===== src/rtl/xor_gate.sv =====
// ============================================================================
// Module      : xor_gate
// Description : Configurable-width bitwise XOR with parity and equality flags,
//               optionally registered for one cycle of latency.
// Revision    : 1.0 - initial release
// ============================================================================
`default_nettype none

module xor_gate #(
  parameter int WIDTH   = 32,
  parameter int REG_OUT = 0
) (
  input  logic             clk_i,
  input  logic             rst_i,
  input  logic             en_i,
  input  logic [WIDTH-1:0] a_i,
  input  logic [WIDTH-1:0] b_i,
  output logic [WIDTH-1:0] s_o,
  output logic             par_o,
  output logic             eq_o,
  output logic             valid_o
);

  logic [WIDTH-1:0] s_d;
  logic             par_d;
  logic             eq_d;

  // Plain operators keep X on an input bit visible on the matching result bit.
  assign s_d   = a_i ^ b_i;
  assign par_d = ^s_d;
  assign eq_d  = ~|s_d;

  generate
    if (REG_OUT == 0) begin : g_comb
      logic w_unused;
      assign w_unused = &{1'b0, clk_i, rst_i, en_i};

      assign s_o     = s_d;
      assign par_o   = par_d;
      assign eq_o    = eq_d;
      assign valid_o = 1'b1;
    end else begin : g_reg
      logic [WIDTH-1:0] s_q;
      logic             par_q;
      logic             eq_q;
      logic             valid_q;

      // Flags are captured alongside s so all three always describe one result.
      always_ff @(posedge clk_i) begin
        if (rst_i) begin
          s_q     <= '0;
          par_q   <= 1'b0;
          eq_q    <= 1'b0;
          valid_q <= 1'b0;
        end else if (en_i) begin
          s_q     <= s_d;
          par_q   <= par_d;
          eq_q    <= eq_d;
          valid_q <= 1'b1;
        end
      end

      assign s_o     = s_q;
      assign par_o   = par_q;
      assign eq_o    = eq_q;
      assign valid_o = valid_q;
    end
  endgenerate

endmodule

`default_nettype wire


===== config.mk =====
export PLATFORM = sky130hd
export DESIGN_NAME = xor_gate
export DESIGN_NICKNAME = d
export VERILOG_FILES = /design/src/rtl/xor_gate.sv
export SDC_FILE = /design/constraint.sdc
export NUM_CORES = 1
export LEC_CHECK = 0
export ABC_AREA = 1
export BUFFER_PORTS_ARGS = -buffer_cell sky130_fd_sc_hd__buf_2
export CORE_MARGIN = 4
export CORE_UTILIZATION = 34
export DETAILED_ROUTE_END_ITERATION = 8
export GPL_ROUTABILITY_DRIVEN = 0
export PLACE_DENSITY = 0.93
export SYNTH_ARGS = -nofsm -noshare
export SYNTH_HDL_FRONTEND = slang
export SYNTH_SLANG_ARGS = --single-unit

===== constraint.sdc =====
create_clock -name vclk -period 1.1
set_input_delay 0.055 -clock vclk [all_inputs]
set_output_delay 0.055 -clock vclk [all_outputs]
set_load 0.1 [all_outputs]

==> results of run 1 <==
## cells by family after synthesis
| group | share of synthesized area, % |
|---|---|
| xor+xnor | 37.1 |
| fa+ha+maj | 20.7 |
| buf+inv | 16.7 |
| other cells | 0.388 |
| simple gates | 25.1 |
## through the flow
step	setup TNS, ps	instances	hold slack, ps	area, µm²	worst slack (ps)
3_3_place_gp	-768	312	473	2870	-525
2_1_floorplan	-1540	160	310	1650	-808
==> flow_metrics.env, run 1 <==
export IMPL_ios=102
export IMPL_portBuffers=98
export IMPL_syn_inst=160
export IMPL_yosysTopAreaCell="xor2_1"
export IMPL_yosysWarnings=0
export IMPL_synth_common_cells="nand2_1 (51), inv_1 (41), xor2_1 (35)"
export IMPL_synthesis_nets=243
export IMPL_die_h_um=61.3
export IMPL_fp_row_count=19
export IMPL_ys_seq_area_share_pct=0
export IMPL_die_x_um=61.3
export IMPL_postSynthAreaPerCell_um2=6.04
export IMPL_synth_top_area_share_pct=31.7
export IMPL_failed_stage="3_5_place_dp"
export IMPL_firstError="[ERROR DPL-0038] Utilization greater than 100%, impossible to legalize"
export IMPL_outcome="did not finish"
export IMPL_yosysMostFrequentCell="nand2_1"
export IMPL_synth_distinct_cells=11
export IMPL_syn_area_um2=967
export IMPL_synth_top_cells_by_area="xor2_1 (32%), ha_1 (21%), nand2_1 (20%), inv_1 (16%), xnor2_1 (5.4%)"
export IMPL_initial_utilization_pct=35.4
==> run 2: changes to the inputs <==
Settings changed: CORE_AREA from default to 4 4 65 67, CORE_MARGIN 4 to default, CORE_UTILIZATION 34 to default, DIE_AREA from default to 0 0 69 71, PLACE_DENSITY 0.93 to default, PLACE_DENSITY_LB_ADDON from default to 0.15.
Clock period 1.1 ns to 1.4 ns, I/O delays scaled along.
==> flow_metrics.env, run 2 <==
export IMPL_yosysTopAreaCell="xor2_1"
export IMPL_antenna_found_initial=0
export IMPL_cp_max_fo=3
export IMPL_drt_iter0_markers=22
export IMPL_p_leak_nw=1.30
export IMPL_syn2layout_area_growth_pct=186
export IMPL_synth_common_cells="nand2_1 (51), inv_1 (41), xor2_1 (35)"
export IMPL_most_common_layout_cells="buf_2 (56), inv_2 (38), nand2_1 (33)"
export IMPL_multi_input_area_mm2=0.00176
export IMPL_powerDensity_mw_per_mm2=1070
export IMPL_outcome="finished, violations left"
export IMPL_initial_utilization_pct=26.6
export IMPL_first_global_vias=1466
export IMPL_num_vias=1331
export IMPL_rsz0062_at_grt="true"
export IMPL_peakVddDrop_v=0.00122
export IMPL_ios=102
export IMPL_path_class="in2out"
export IMPL_drive_gt1_share_pct=85.3
export IMPL_hold_viol_final=0
export IMPL_drcViolationCount=0
export IMPL_period_needed_ps=1610
export IMPL_die_h_um=71
export IMPL_register_area_um2=0
export IMPL_violations="negative setup slack"
export IMPL_synth_top_area_share_pct=31.7
export IMPL_cts_hold_buf=0
export IMPL_worstPathRequired_ps=1330
export IMPL_synth_top_cells_by_area="xor2_1 (32%), ha_1 (21%), nand2_1 (20%), inv_1 (16%), xnor2_1 (5.4%)"
export IMPL_hold_depth=3
export IMPL_grt_pass1_wl_mm=6.07
export IMPL_track_usage_pct=14.3
export IMPL_post_place_ws_ps=-265
export IMPL_die_x_um=69
export IMPL_end_kind="output port"
export IMPL_critPathLaunchType="input port"
export IMPL_dieArea_mm2=0.00490
export IMPL_hpwl_mm=2.81
export IMPL_yosysWarnings=0
export IMPL_synthesis_nets=243
export IMPL_final_common_cell="buf_2"
export IMPL_fp_row_count=22
export IMPL_drt_first_pass_iters=4
export IMPL_layout_nets=351
export IMPL_placed_cells=305
export IMPL_finalMaxSlewViolations=0
export IMPL_portBuffers=98
export IMPL_wire_per_inst_um=11.4
export IMPL_maxCapViolations=0
export IMPL_seq_cells=0
export IMPL_gr_total_overflow=0
export IMPL_fmax_mhz=623
export IMPL_diodes=0
export IMPL_yosysMostFrequentCell="nand2_1"
export IMPL_arrival_ps=1540
export IMPL_syn_area_um2=967
export IMPL_postSynthAreaPerCell_um2=6.04
export IMPL_clock_buffers=0
export IMPL_fin_cells=314
export IMPL_fin_ws_ps=-205
export IMPL_totalWireLength_mm=3.59
export IMPL_grt_max_degree=4
export IMPL_setup_viol=1
export IMPL_fillers=286
export IMPL_postRouteAntennaNets=0
export IMPL_via_per_inst=4.24
export IMPL_synth_distinct_cells=11
export IMPL_core_mm2=0.00363
export IMPL_hold_path_class="in2out"
export IMPL_syn_inst=160
export IMPL_finalPower_w=0.00295
export IMPL_ys_seq_area_share_pct=0
export IMPL_period_share_pct=115
[run 2: cell counts after synthesis]
No cell type changed its count.
[run 2: final cells by class]
cell class	count	area share (%)
Tap cell	48	2.17
Timing Repair Buffer	107	28.3
Inverter	41	5.75
Multi-Input combinational cell	118	63.8
[run 2: path summary, 6_finish.rpt]
kind                  end  slack (ps)     from
setup / recovery    par_o        -210  b_i[20]
hold / removal    s_o[27]         570  a_i[27]
[run 2: stage by stage]
| step | hold WS [ps] | area, µm² | utilization [%] | TNS (ps) |
|---|---|---|---|---|
| final | 574 | 2760 | 76.0 | -205 |
| after floorplan | 340 | 1650 | - | -998 |
| after CTS | 577 | 2570 | 70.8 | -152 |
| after global routing | 585 | 2760 | 76.0 | -300 |
| after detailed placement | 615 | 2230 | 61.3 | -265 |
| after global placement | 612 | 2230 | 61.3 | -245 |
[run 2: report_power, final]
part	switching, W	total, W	internal (W)
registers	0	0	0
logic	0.00191	0.00295	0.00103
clock network	0	0	0
total	0.00191	0.00295	0.00103
[run 2: what timing repair did]
item                                    4_1_cts  5_1_grt
pin swaps                                    54       61
buffers inserted                              3        6
endpoints found under the setup margin        1        2
gates resized for setup                      80       58
[run 2: kinds of logic after synthesis]
logic type               Yosys count  synth area share (%)
XOR/XNOR                          41                  37.1
AND/OR/NAND/NOR                   60                  25.1
other                              1                 0.388
adder cells (fa/ha/maj)           16                  20.7
buffers and inverters             42                  16.7
[run 2: critical path, stage by stage]
cell and delay, ps:
buf_2 130, xor2_4 170, inv_2 60, ha_4 290
inv_4 40, nand2_2 60, nand2_2 60, nand2_1 60
nand2_1 60, nand2_1 70, nand2_2 80, inv_2 70
nand2_4 60, nand2_8 70, buf_12 160
[run 2: per-layer routing]
| metal | global-route usage, % | vias to the layer above | share of wire (%) |
|---|---|---|---|
| met1 | 14.5 | 631 | 30 |
| met3 | 1.85 | 0 | 6.0 |
| met4 | 0 | 0 | 0 |
| met5 | 0 | - | 0 |
| met2 | 31.7 | 51 | 64 |
| li1 | - | 649 | - |
No activity file was read; power rests on OpenSTA's default activity.
